**config.mk**
```make
export PLATFORM = sky130hd
export DESIGN_NAME = fix_frame_extractor_flat
export DESIGN_NICKNAME = d
export VERILOG_FILES = /design/src/rtl/fix_frame_extractor_if.sv /design/src/rtl/fix_frame_extractor.sv /design/src/flat_wrapper.sv
export SDC_FILE = /design/constraint.sdc
export NUM_CORES = 1
export LEC_CHECK = 0
export CORE_MARGIN = 2
export CORE_UTILIZATION = 49
export CTS_CLUSTER_DIAMETER = 30
export DETAILED_ROUTE_END_ITERATION = 8
export PLACE_DENSITY = 0.75
export SYNTH_ARGS = -nofsm -noshare
export SYNTH_HDL_FRONTEND = slang
export SYNTH_SLANG_ARGS = --single-unit
```
**constraint.sdc**
```tcl
create_clock -name clk -period 2.45 [get_ports clk]
set_input_delay 0.49 -clock clk [delete_from_list [all_inputs] [get_ports clk]]
set_output_delay 0.49 -clock clk [all_outputs]
set_load 0.01 [all_outputs]
```
**src/rtl/fix_frame_extractor_if.sv**
```systemverilog
// Byte-stream handshake between the raw receiver, the frame extractor and the
// checksum stage: one received byte in, one framed body beat plus trailer status out.
interface fix_frame_extractor_if;
  logic [7:0]  data_i;
  logic        data_valid_i;
  logic [7:0]  data_o;
  logic        data_valid_o;
  logic        start_o;
  logic        end_o;
  logic [23:0] rx_checksum_o;
  logic [9:0]  rx_checksum_bin_o;
  logic        rx_checksum_valid_o;
  logic        frame_error_o;
  logic        abort_o;

  modport master (
    output data_i, data_valid_i,
    input  data_o, data_valid_o, start_o, end_o,
    input  rx_checksum_o, rx_checksum_bin_o, rx_checksum_valid_o,
    input  frame_error_o, abort_o
  );

  modport slave (
    input  data_i, data_valid_i,
    output data_o, data_valid_o, start_o, end_o,
    output rx_checksum_o, rx_checksum_bin_o, rx_checksum_valid_o,
    output frame_error_o, abort_o
  );
endinterface

```
**src/rtl/fix_frame_extractor.sv**
```systemverilog
// FIX framing stage: finds "8=", streams checksummed body bytes through a
// 2-deep delay line, strips the "10=ddd<SOH>" trailer and reports its value.
module fix_frame_extractor #(
  parameter int MAX_LEN = 4096,
  parameter int CNT_W   = 13
) (
  input logic                 clk,
  input logic                 rst,
  fix_frame_extractor_if.slave bus
);
  typedef enum logic [2:0] {IDLE, HDR, BODY, DIG, TERM} state_t;

  localparam logic [7:0] SOH    = 8'h01;
  localparam logic [7:0] ASC_8  = 8'h38;
  localparam logic [7:0] ASC_EQ = 8'h3D;
  localparam logic [7:0] ASC_0  = 8'h30;
  localparam logic [7:0] ASC_1  = 8'h31;
  localparam logic [7:0] ASC_9  = 8'h39;

  state_t           state_q, state_d;
  logic [7:0]       sr1_q, sr0_q;
  logic             last_soh_q, first_q;
  logic [CNT_W-1:0] len_q;
  logic [1:0]       dcnt_q;
  logic [23:0]      ck_q;
  logic [9:0]       bin_q;

  logic             is_digit, trailer_hit, len_full;
  logic [7:0]       data_d;
  logic             dv_d, start_d, end_d, ckv_d, ferr_d, abort_d;

  assign is_digit    = (bus.data_i >= ASC_0) && (bus.data_i <= ASC_9);
  // "10=" only counts as the trailer when the byte before the '1' was an emitted SOH
  assign trailer_hit = (state_q == BODY) && (bus.data_i == ASC_EQ) &&
                       (sr0_q == ASC_0) && (sr1_q == ASC_1) && last_soh_q;
  assign len_full    = (len_q == CNT_W'(MAX_LEN));

  assign bus.rx_checksum_o     = ck_q;
  assign bus.rx_checksum_bin_o = bin_q;

  always_ff @(posedge clk or posedge rst) begin
    if (rst) state_q <= IDLE;
    else     state_q <= state_d;
  end

  always_comb begin
    state_d = state_q;
    if (bus.data_valid_i) begin
      case (state_q)
        IDLE: if (bus.data_i == ASC_8) state_d = HDR;
        HDR: begin
          if (bus.data_i == ASC_EQ)     state_d = BODY;
          else if (bus.data_i != ASC_8) state_d = IDLE;
        end
        BODY: begin
          if (trailer_hit)   state_d = DIG;
          else if (len_full) state_d = IDLE;
        end
        DIG: begin
          if (!is_digit)            state_d = IDLE;
          else if (dcnt_q == 2'd2)  state_d = TERM;
        end
        TERM:    state_d = IDLE;
        default: state_d = IDLE;
      endcase
    end
  end

  always_comb begin
    data_d  = '0;
    dv_d    = 1'b0;
    start_d = 1'b0;
    end_d   = 1'b0;
    ckv_d   = 1'b0;
    ferr_d  = 1'b0;
    abort_d = 1'b0;
    if (bus.data_valid_i) begin
      case (state_q)
        BODY: begin
          if (trailer_hit) begin
            dv_d  = 1'b1;
            end_d = 1'b1;
          end else if (len_full) begin
            abort_d = 1'b1;
          end else begin
            dv_d    = 1'b1;
            data_d  = sr1_q;
            start_d = first_q;
          end
        end
        DIG:     ferr_d = !is_digit;
        TERM: begin
          ckv_d  = (bus.data_i == SOH);
          ferr_d = (bus.data_i != SOH);
        end
        default: ;
      endcase
    end
  end

  always_ff @(posedge clk or posedge rst) begin
    if (rst) begin
      bus.data_o              <= '0;
      bus.data_valid_o        <= 1'b0;
      bus.start_o             <= 1'b0;
      bus.end_o               <= 1'b0;
      bus.rx_checksum_valid_o <= 1'b0;
      bus.frame_error_o       <= 1'b0;
      bus.abort_o             <= 1'b0;
      sr1_q      <= '0;
      sr0_q      <= '0;
      last_soh_q <= 1'b0;
      first_q    <= 1'b0;
      len_q      <= '0;
      dcnt_q     <= '0;
      ck_q       <= '0;
      bin_q      <= '0;
    end else begin
      bus.data_o              <= data_d;
      bus.data_valid_o        <= dv_d;
      bus.start_o             <= start_d;
      bus.end_o               <= end_d;
      bus.rx_checksum_valid_o <= ckv_d;
      bus.frame_error_o       <= ferr_d;
      bus.abort_o             <= abort_d;
      if (bus.data_valid_i) begin
        case (state_q)
          HDR: if (bus.data_i == ASC_EQ) begin
            sr1_q      <= ASC_8;
            sr0_q      <= ASC_EQ;
            len_q      <= '0;
            last_soh_q <= 1'b0;
            first_q    <= 1'b1;
          end
          BODY: begin
            if (trailer_hit) begin
              sr1_q  <= '0;
              sr0_q  <= '0;
              dcnt_q <= '0;
              ck_q   <= '0;
              bin_q  <= '0;
            end else if (len_full) begin
              sr1_q <= '0;
              sr0_q <= '0;
            end else begin
              sr1_q      <= sr0_q;
              sr0_q      <= bus.data_i;
              len_q      <= len_q + 1'b1;
              last_soh_q <= (sr1_q == SOH);
              first_q    <= 1'b0;
            end
          end
          DIG: if (is_digit) begin
            ck_q   <= {ck_q[15:0], bus.data_i};
            bin_q  <= bin_q * 10'd10 + {6'd0, bus.data_i[3:0]};
            dcnt_q <= dcnt_q + 2'd1;
          end
          default: ;
        endcase
      end
    end
  end
endmodule

```
**src/flat_wrapper.sv**
```systemverilog
// flat-port wrapper written by rule: the top's interface ports become plain ports
module fix_frame_extractor_flat 
#(
  parameter int MAX_LEN = 4096,
  parameter int CNT_W   = 13
)
  (clk, rst, bus_data_i, bus_data_valid_i, bus_data_o, bus_data_valid_o, bus_start_o, bus_end_o, bus_rx_checksum_o, bus_rx_checksum_bin_o, bus_rx_checksum_valid_o, bus_frame_error_o, bus_abort_o);
  fix_frame_extractor_if bus_i ();
  input logic clk;
  input logic rst;
  input wire logic [$bits(bus_i.data_i)-1:0] bus_data_i;
  input wire logic [$bits(bus_i.data_valid_i)-1:0] bus_data_valid_i;
  output wire logic [$bits(bus_i.data_o)-1:0] bus_data_o;
  output wire logic [$bits(bus_i.data_valid_o)-1:0] bus_data_valid_o;
  output wire logic [$bits(bus_i.start_o)-1:0] bus_start_o;
  output wire logic [$bits(bus_i.end_o)-1:0] bus_end_o;
  output wire logic [$bits(bus_i.rx_checksum_o)-1:0] bus_rx_checksum_o;
  output wire logic [$bits(bus_i.rx_checksum_bin_o)-1:0] bus_rx_checksum_bin_o;
  output wire logic [$bits(bus_i.rx_checksum_valid_o)-1:0] bus_rx_checksum_valid_o;
  output wire logic [$bits(bus_i.frame_error_o)-1:0] bus_frame_error_o;
  output wire logic [$bits(bus_i.abort_o)-1:0] bus_abort_o;
  assign bus_i.data_i = bus_data_i;
  assign bus_i.data_valid_i = bus_data_valid_i;
  assign bus_data_o = bus_i.data_o;
  assign bus_data_valid_o = bus_i.data_valid_o;
  assign bus_start_o = bus_i.start_o;
  assign bus_end_o = bus_i.end_o;
  assign bus_rx_checksum_o = bus_i.rx_checksum_o;
  assign bus_rx_checksum_bin_o = bus_i.rx_checksum_bin_o;
  assign bus_rx_checksum_valid_o = bus_i.rx_checksum_valid_o;
  assign bus_frame_error_o = bus_i.frame_error_o;
  assign bus_abort_o = bus_i.abort_o;
  fix_frame_extractor #(.MAX_LEN(MAX_LEN), .CNT_W(CNT_W)) u_core (.clk(clk), .rst(rst), .bus(bus_i));
endmodule
```
# Yosys cells after proc, flatten, opt, wreduce, memory -nomap -nowiden

Cells that the tools add are included.

Output and inout bits: 48
Register bits after elaboration: 84
Input bits: 11
Logic and storage cells: 118

Reductions and logical operators: 13
Equal/unequal tests: 23
Magnitude comparators: 2
Multiply operators: 1
Add/sub/neg operators: 3
Mux-type cells: 60

Operators by type and width:

| cell                                                              | number |
|---|---|
| 2-to-1 mux 8 bit                                                  | 10 |
| 2-to-1 mux 24 bit                                                 | 2 |
| one-hot mux 24 bit (2 select lines)                               | 1 |
| 2-to-1 mux 13 bit                                                 | 3 |
| equality test 8 x 6 -> 1 bit, second input constant               | 4 |
| one-hot mux 8 bit (2 select lines)                                | 2 |
| one-hot mux 13 bit (2 select lines)                               | 1 |
| 2-to-1 mux 1 bit                                                  | 24 |
| 2-to-1 mux 3 bit                                                  | 7 |
| 2-to-1 mux 10 bit                                                 | 2 |
| one-hot mux 10 bit (2 select lines)                               | 1 |
| equality test 8 x 1 -> 1 bit, second input constant               | 2 |
| adder 13 x 1 -> 13 bit, second input constant                     | 1 |
| equality test 13 bit, second input constant                       | 1 |
| one-hot mux 3 bit (4 select lines)                                | 1 |
| adder 10 x 4 -> 10 bit                                            | 1 |
| multiplier 10 x 3 -> 9 bit, second input constant                 | 1 |
| AND reduction 5 bit                                               | 2 |
| greater-or-equal comparator 8 x 6 -> 1 bit, second input constant | 1 |
| less-or-equal comparator 8 x 6 -> 1 bit, second input constant    | 1 |
| != test 2 x 1 -> 1 bit, second input constant                     | 4 |
| != test 8 x 1 -> 1 bit, second input constant                     | 1 |
| != test 8 x 6 -> 1 bit, second input constant                     | 1 |
| equality test 3 x 2 -> 1 bit, second input constant               | 2 |
| 16 further kinds                                                  | 26 |

# Logic depth before layout (Yosys ltp)

Gate-level depths: netlist of run 1.

Depth after elaboration: 8
Depth in mapped cells: 8
Gate-level depth less buffers: 8

# Least setup slack after synthesis of run 1

OpenSTA, ideal clock, no wires.

Path kind: register -> register
From: reg u_core.bin_q[1] (netlist: u_core.bus.rx_checksum_bin_o[1])
To: reg u_core.bin_q[9] (netlist: u_core.bus.rx_checksum_bin_o[9])
Arrival time: 2.611 ns
Slack: -0.240 ns
Cell stages (with the launch flop): 9
Required time: 2.372 ns
Cells stage by stage: dfrtp_1 -> ha_1 -> ha_1 -> fa_1 -> xor2_1 -> o2111ai_1 -> nor4b_1 -> xnor3_1 -> o2bb2ai_1

Longest elaborated chain between the ends: 4

RTL lines:

| what                                | line                       | text |
|---|---|---|
| from (decl)                         | fix_frame_extractor.sv:26  | `logic [9:0] bin_q;` |
| from (signal assigned)              | fix_frame_extractor.sv:155 | `bin_q <= bin_q * 10'd10 + {6'd0, bus.data_i[3:0]};` |
| multiplier 10 x 3 -> 9 bit          | fix_frame_extractor.sv:155 |  |
| adder 10 x 4 -> 10 bit              | fix_frame_extractor.sv:155 |  |
| 2-to-1 mux 10 bit                   | fix_frame_extractor.sv:153 | `DIG: if (is_digit) begin` |
| one-hot mux 10 bit (2 select lines) | fix_frame_extractor.sv:127 | `case (state_q)` |

Every way passes these cells. The select of a mux whose other input is x is not followed.
A chain may end at the register's enable or synchronous reset.

# Worst setup path in the final report of run 1

From: reg u_core.sr0_q[6]
To: reg u_core.len_q[11]

Longest elaborated chain between the ends: 6

RTL lines:

| what                                 | line                       | text |
|---|---|---|
| from (decl)                          | fix_frame_extractor.sv:21  | `logic [7:0] sr1_q, sr0_q;` |
| from (signal assigned)               | fix_frame_extractor.sv:147 | `sr0_q <= bus.data_i;` |
| equality test 8 x 6 -> 1 bit         | fix_frame_extractor.sv:35  | `(sr0_q == ASC_0) && (sr1_q == ASC_1) && last_soh_q;` |
| logical AND 1 bit                    | fix_frame_extractor.sv:34  | `assign trailer_hit = (state_q == BODY) && (bus.data_i == ASC_EQ) &&` |
| logical AND 1 bit (2 in series)      | fix_frame_extractor.sv:35  |  |
| != test 2 bit (no source line)       | --                         |  |
| AND reduction 5 bit (no source line) | --                         |  |
| to (signal assigned)                 | fix_frame_extractor.sv:148 | `len_q <= len_q + 1'b1;` |
| to (decl)                            | fix_frame_extractor.sv:23  | `logic [CNT_W-1:0] len_q;` |

Every way passes these cells.

==> results.yml, run 1 <==
detailed_routing:
  route.detailed.drc: 0
  dr.pass1.iters: 4
  avgViaCountPerCell: 5.78
  drt-total-wl_mm: 9.93
  via_count: 3351
  first_iter_violations: 226
  wire_per_inst_um: 17.1
  postRouteAntennaNets: 0
global_route:
  overflow: 0
  grt_pass1_vias: 3228
  grt_pass1_wl_mm: 15.9
  grt_usage_pct: 23.0
  grt_antenna_before_repair: 0
  grt_max_degree: 84
synthesis:
  netlist_instances: 360
  yosys_warnings: 0
  syn_avg_cell_area_um2: 11.4
  syn-num-nets: 390
  ys_ff_latch: 83
  synthTopCellsByArea: "dfrtp_1 (51%), a22o_1 (6.4%), ha_1 (5.2%)"
  synth_top_cell_area_share_pct: 50.8
  synth_top_area_cell: "dfrtp_1"
  yosysSeqAreaShare_pct: 50.8
  synth_cell_types: 64
  async_flop_share_pct: 100
  ys.flop_type: "dfrtp_1"
  syn-cell-area_um2: 4090
  synth_edf_count: 0
placed_design:
  place_hpwl_mm: 6.82
  place_ws_ns: -0.547
  port_buffers: 58
  routabilityCongestion: 0.853
clocking:
  cts.sinks: 83
  clock_tree.root_cell: "clkbuf_8"
  clk_pin_slew_ns: 0.09
  numCtsBuffers: 9
  clk_latency_ns: 0.36
  cts_tree: "built"
  htree_levels: 3
  cts_buffer_depth: 2
  postCtsHoldBufs: 0
floorplanning:
  rows: 33
  core_um2: 8130
  die_width_um: 95.4
  die_h_um: 95.4
  initial_core_util_pct: 50.3
  die_area_um2: 9090
  io-pin-count: 59
sta:
  hold_viol_final: 0
  period_share_pct: 104
  rsz0062_at_grt: "true"
  setup_violations: 41
  max_freq_mhz: 392
  slew_violations: 0
  timing.final.ws_setup_ns: -0.0986
  worst_pin_slew_ns: 0.540
  slew_headroom_pct: 63.9
  tns_ns: -1.69
  fin_worst_skew_ns: 0.00859
  hold_ws_ns: 0.497
  fin_crit_ns: 2.55
pwr:
  max-vdd-ir-drop_mv: 0.254
  power.leakage_uw: 0.00258
  powerDensity_nw_per_um2: 518
worst_hold_path:
  min-delay-path-class: "flop to flop"
cells_and_area:
  syn_to_final_growth_pct: 34.9
  nNetsFinal: 500
  drive_above_1_share_pct: 22.3
  n_antenna_cell: 0
outcome:
  status: "finished, violations left"
  violations: "negative setup slack"
critical_path:
  required_ns: 2.70
  critical_path_class: "flop to flop"
  critPathArrivalTime_ns: 2.80
  critPathMaxFanout: 7
  worstSetupStartpointType: "flop"
  cp-end-kind: "flop"
flow_run:
  drv_cap: 0
state kept, by name (all words and copies together), names as in the netlist:
register	flops
u_core.bus.rx_checksum_o	23
u_core.len_q	13
u_core.bus.rx_checksum_bin_o	10
u_core.bus.data_o	8
u_core.sr0_q	8
u_core.sr1_q	8
u_core.state_q	3
u_core.dcnt_q	2
u_core.bus.abort_o	1
u_core.bus.data_valid_o	1
u_core.bus.end_o	1
u_core.bus.frame_error_o	1
u_core.bus.rx_checksum_valid_o	1
u_core.bus.start_o	1
u_core.first_q	1
u_core.last_soh_q	1
what timing repair did:
| action | in CTS | in global routing |
|---|---|---|
| pin swaps | 11 | 16 |
| gates cloned | 0 | 1 |
| setup endpoints to repair | 68 | 69 |
| buffers inserted | 4 | 2 |
| resized for setup | 13 | 12 |
logic make-up (layout without fill, tap and decap cells):
logic type | Yosys count | after routing | synth area share, %
and+or+nand+nor | 116 | 117 | 17.1
adders and majority gates | 19 | 19 | 6.18
DFF | 83 | 83 | 50.8
AOI/OAI and AO/OA | 96 | 96 | 18.5
buffers and inverters | 30 | 144 | 3.30
muxes | 6 | 6 | 1.62
xor gates and xnor gates | 10 | 10 | 2.48
critical path, cell delays in order, from the launching register on:
cell and delay, ns:
dfrtp_1 0.38, or4bb_1 0.55, or4_4 0.59, buf_12 0.15, o31ai_4 0.25, buf_6 0.15, nor2_4 0.05, a221o_1 0.32
per-stage QoR:
step | cells | power [µW] | instance area [µm²] | util (%)
floorplan | 360 | 1700 | 4110 | -
global placement | 557 | 1850 | 5170 | 63.6
detailed placement | 557 | 1860 | 5170 | 63.6
CTS | 577 | 2890 | 5440 | 66.9
global route | 580 | 2990 | 5520 | 67.8
finish | 580 | 2860 | 5520 | 67.8
path summary, 6_finish.rpt:
| kind | start | slack (ns) | end | cells after the start |
|---|---|---|---|---|
| worst min register to register | u_core.dcnt_q[1] | 0.50 | u_core.dcnt_q[1] | 1 |
| max in group asynchronous | rst | 1.52 | u_core.bus.rx_checksum_bin_o[7] | 3 |
| worst max register to register | u_core.sr0_q[6] | -0.1 | u_core.len_q[11] | 7 |
| worst min-delay path | u_core.dcnt_q[1] | 0.50 | u_core.dcnt_q[1] | 1 |
| min in group asynchronous | rst | 0.61 | u_core.sr1_q[5] | 3 |
| worst max-delay path | u_core.sr0_q[6] | -0.1 | u_core.len_q[11] | 7 |
layout make-up:
class	instances	area (µm²)
clock buffer	10	128
clock inverter	6	72.6
fill	635	2620
inverter	11	45.0
multi-input combinational	248	1980
sequential	83	2080
tap	105	131
timing repair buffer	117	1080
Yosys cell counts (all sizes together) (3+ instances only):
| library cell | n |
|---|---|
| a211oi | 3 |
| a21o | 4 |
| a21oi | 15 |
| a221o | 3 |
| a22o | 30 |
| a31oi | 4 |
| and2 | 9 |
| and3 | 12 |
| and4 | 5 |
| buf | 6 |
| clkbuf | 13 |
| dfrtp | 83 |
| ha | 17 |
| inv | 11 |
| mux2 | 5 |
| nand2 | 13 |
| nand3 | 6 |
| nand4 | 4 |
| nor2 | 26 |
| nor2b | 6 |
| nor3 | 10 |
| nor4 | 5 |
| nor4b | 5 |
| o21ai | 8 |
| o21bai | 3 |
| o2bb2ai | 8 |
| xnor2 | 3 |
| xor2 | 6 |
cell usage in the layout (no fill, tap or decap), drive strengths merged, types with 4 or more instances in the layout:
master and n:
clkbuf 10, ha 17, a21o 4, inv 12, nor4b 5, nor4 5, buf 59, nor2 27
nand4 4, o21ai 8, dlygate4sd2 4, and2 9, nand3 6, xor2 6, mux2 5, o2bb2ai 8
and3 12, a31oi 4, a21oi 15, nand2 13, nor3 10, clkdlybuf4s50 54, a22o 30, and4 5
dfrtp 83, nor2b 6
power breakdown:
group          internal (µW)  switching (µW)
clock network            482             532
logic                    170             177
registers               1440            51.3
total                   2100             761
routing by layer:
metal / vias up / routed length [µm] / track usage (%)
met5: - / 0 / 0
met4: 0 / 190 / 9.66
met3: 16 / 478 / 3.00
met2: 97 / 4740 / 36.6
met1: 1664 / 4520 / 32.0
li1: 1574 / - / -
No activity file was read; power rests on OpenSTA's default activity.
==> inputs of run 2 (changes only) <==
--- a/config.mk
+++ b/config.mk
@@ -5,11 +5,12 @@
 export SDC_FILE = /design/constraint.sdc
 export NUM_CORES = 1
 export LEC_CHECK = 0
+export ABC_CLOCK_PERIOD_IN_PS = 2450
 export CORE_MARGIN = 2
-export CORE_UTILIZATION = 49
+export CORE_UTILIZATION = 25
 export CTS_CLUSTER_DIAMETER = 30
 export DETAILED_ROUTE_END_ITERATION = 8
-export PLACE_DENSITY = 0.75
+export PLACE_DENSITY = 0.43
 export SYNTH_ARGS = -nofsm -noshare
 export SYNTH_HDL_FRONTEND = slang
 export SYNTH_SLANG_ARGS = --single-unit
==> results.yml, run 2 (synthesis gave the netlist of run 1 again) <==
critical_path:
  cp-end-kind: "flop"
  critPathMaxFanout: 32
  crit_slowest_cell: "or4_4"
  required_ns: 2.68
  critPathArrivalTime_ns: 2.70
  worstSetupStartpointType: "input port"
  critical_path_class: "input port to flop"
  crit_chain: "clkdlybuf4s15_2, or4b_4, or4_4, nor3_4, o211ai_4, buf_12, a22o_1"
  cpLargestDelayFamily: "simple AND/OR/NAND/NOR gates"
  path_buf_inv: 2
  cpPeakStageDelay_ns: 0.58
pwr:
  max-vdd-ir-drop_mv: 0.342
  power.leakage_uw: 0.00264
  p_seq_share_pct: 46.4
  netSwitchingPower_uw: 780
  powerDensity_nw_per_um2: 559
  clkPwrFrac_pct: 42.3
  comb_power_share_pct: 11.2
  p_total_uw: 3220
  internal-power_uw: 2440
  swShare_pct: 24.2
cells_and_area:
  nNetsFinal: 503
  fin_util_pct: 36.1
  drive_above_1_share_pct: 22.6
  layout_common_cells: "dfrtp_1 (83), buf_4 (56), clkdlybuf4s50_1 (53)"
  largest_reg_flops: 23
  design_area_um2: 5760
  layout_commonest_cell: "dfrtp_1"
  n_antenna_cell: 0
  fill_cells: 1607
  syn_to_final_growth_pct: 40.8
global_route:
  grt_usage_pct: 13.2
  grt_max_degree: 33
  grt_pass1_wl_mm: 18.2
  grt_antenna_before_repair: 0
  grt_pass1_vias: 3272
  overflow: 0
detailed_routing:
  postRouteAntennaNets: 0
  route.detailed.drc: 0
  wire_per_inst_um: 16.0
  avgViaCountPerCell: 4.74
  dr_wl_met3_um: 342
  routed.top_layer: "met4"
  via_count: 3285
  first_iter_violations: 285
  met2_length_mm: 5.06
  wl_met1_mm: 5.46
  drt-total-wl_mm: 11.1
  dr.pass1.iters: 5
sta:
  hold_ws_ns: 0.478
  setup_violations: 3
  timing.final.ws_setup_ns: -0.0128
  tns_ns: -0.0181
  fin_worst_skew_ns: 0.00814
  fin_crit_ns: 2.46
  max_freq_mhz: 406
  period_share_pct: 101
  slew_violations: 0
  hold_viol_final: 0
  slew_headroom_pct: 59.0
  rsz0062_at_grt: "true"
  worst_pin_slew_ns: 0.613
outcome:
  violations: "negative setup slack"
  status: "finished, violations left"
floorplanning:
  core_um2: 15900
  die_area_um2: 17400
  initial_core_util_pct: 25.7
  die_width_um: 132
  die_h_um: 132
  rows: 46
  io-pin-count: 59
clocking:
  postCtsHoldBufs: 0
  clk_latency_ns: 0.34
  clk_pin_slew_ns: 0.06
  cts.sinks: 83
  htree_levels: 3
  cts_tree: "built"
  cts_buffer_depth: 2
  clock_tree.root_cell: "clkbuf_16"
  numCtsBuffers: 9
placed_design:
  port_buffers: 58
  routabilityCongestion: 0.869
  place_hpwl_mm: 7.96
  postPlaceCellArea_um2: 5360
worst_hold_path:
  min-delay-path-class: "input port to flop"
flow_run:
  drv_cap: 0
[run 2: cell count changes in the layout (fill, tap and decap cells not counted), moves of 2 or more]
cell,delta
clkbuf_16,+9
clkbuf_8,-8
buf_4,+5
dlygate4sd2_1,-3
buf_2,+2
ha_2,-2
inv_6,-2
[run 2: power by group through the flow]
stage	sequential, µW	clock [µW]	combinational [µW]
3_3_place_gp	1520	0	353
2_1_floorplan	1510	0	189
4_1_cts	1500	1410	359
6_report	1500	1360	362
5_1_grt	1510	1470	411
3_5_place_dp	1520	0	354
[run 2: routing by layer]
metal	GRT usage, %	up-vias
li1	-	1582
met1	18.5	1627
met2	19.6	57
met3	2.77	19
met4	5.50	0
met5	0	-
[run 2: what timing repair did]
| item | CTS | global route |
|---|---|---|
| setup buffers | 3 | 2 |
| resized for setup | 24 | 10 |
| setup endpoints to repair | 76 | 44 |
| pin swaps | 6 | 9 |
[run 2: path summary, 6_finish.rpt]
path | startpoint | end | slack [ns] | cells after the start
max | bus_data_i[7] | u_core.bus.rx_checksum_bin_o[7] | -0.01 | 7
min reg2reg | u_core.dcnt_q[1] | u_core.dcnt_q[1] | 0.49 | 1
min | bus_data_i[1] | u_core.sr0_q[1] | 0.48 | 2
min in group asynchronous | rst | u_core.bus.data_o[6] | 0.57 | 2
max reg2reg | u_core.sr0_q[3] | u_core.bus.rx_checksum_bin_o[7] | 0.01 | 6
max in group asynchronous | rst | u_core.bus.rx_checksum_bin_o[9] | 1.32 | 3
[run 2: layout make-up]
cell class / count / area, µm² / share of cell area, %
well taps: 216 / 270 / 4.69
inverters: 11 / 45.0 / 0.782
repair buffers: 121 / 1100 / 19.2
flip-flops and latches: 83 / 2080 / 36.1
multi-input cells: 247 / 1970 / 34.2
clock buffers: 11 / 243 / 4.21
clock inverters: 4 / 51.3 / 0.891
[run 2: worst reg2reg max path, delay by kind of cell (launching register included)]
kind | cells | cell delay (ns)
flops | 1 | 0.38
buf+inv | 1 | 0.20
simple gates | 3 | 1.35
compound gates | 2 | 0.41
[run 2: metrics by stage]
step	setup slack, ns	instances
after floorplan	-0.171	360
after detailed placement	-0.645	674
after CTS	-0.0377	692
final	-0.0128	693
after global routing	-0.0629	693
after global placement	-0.599	674
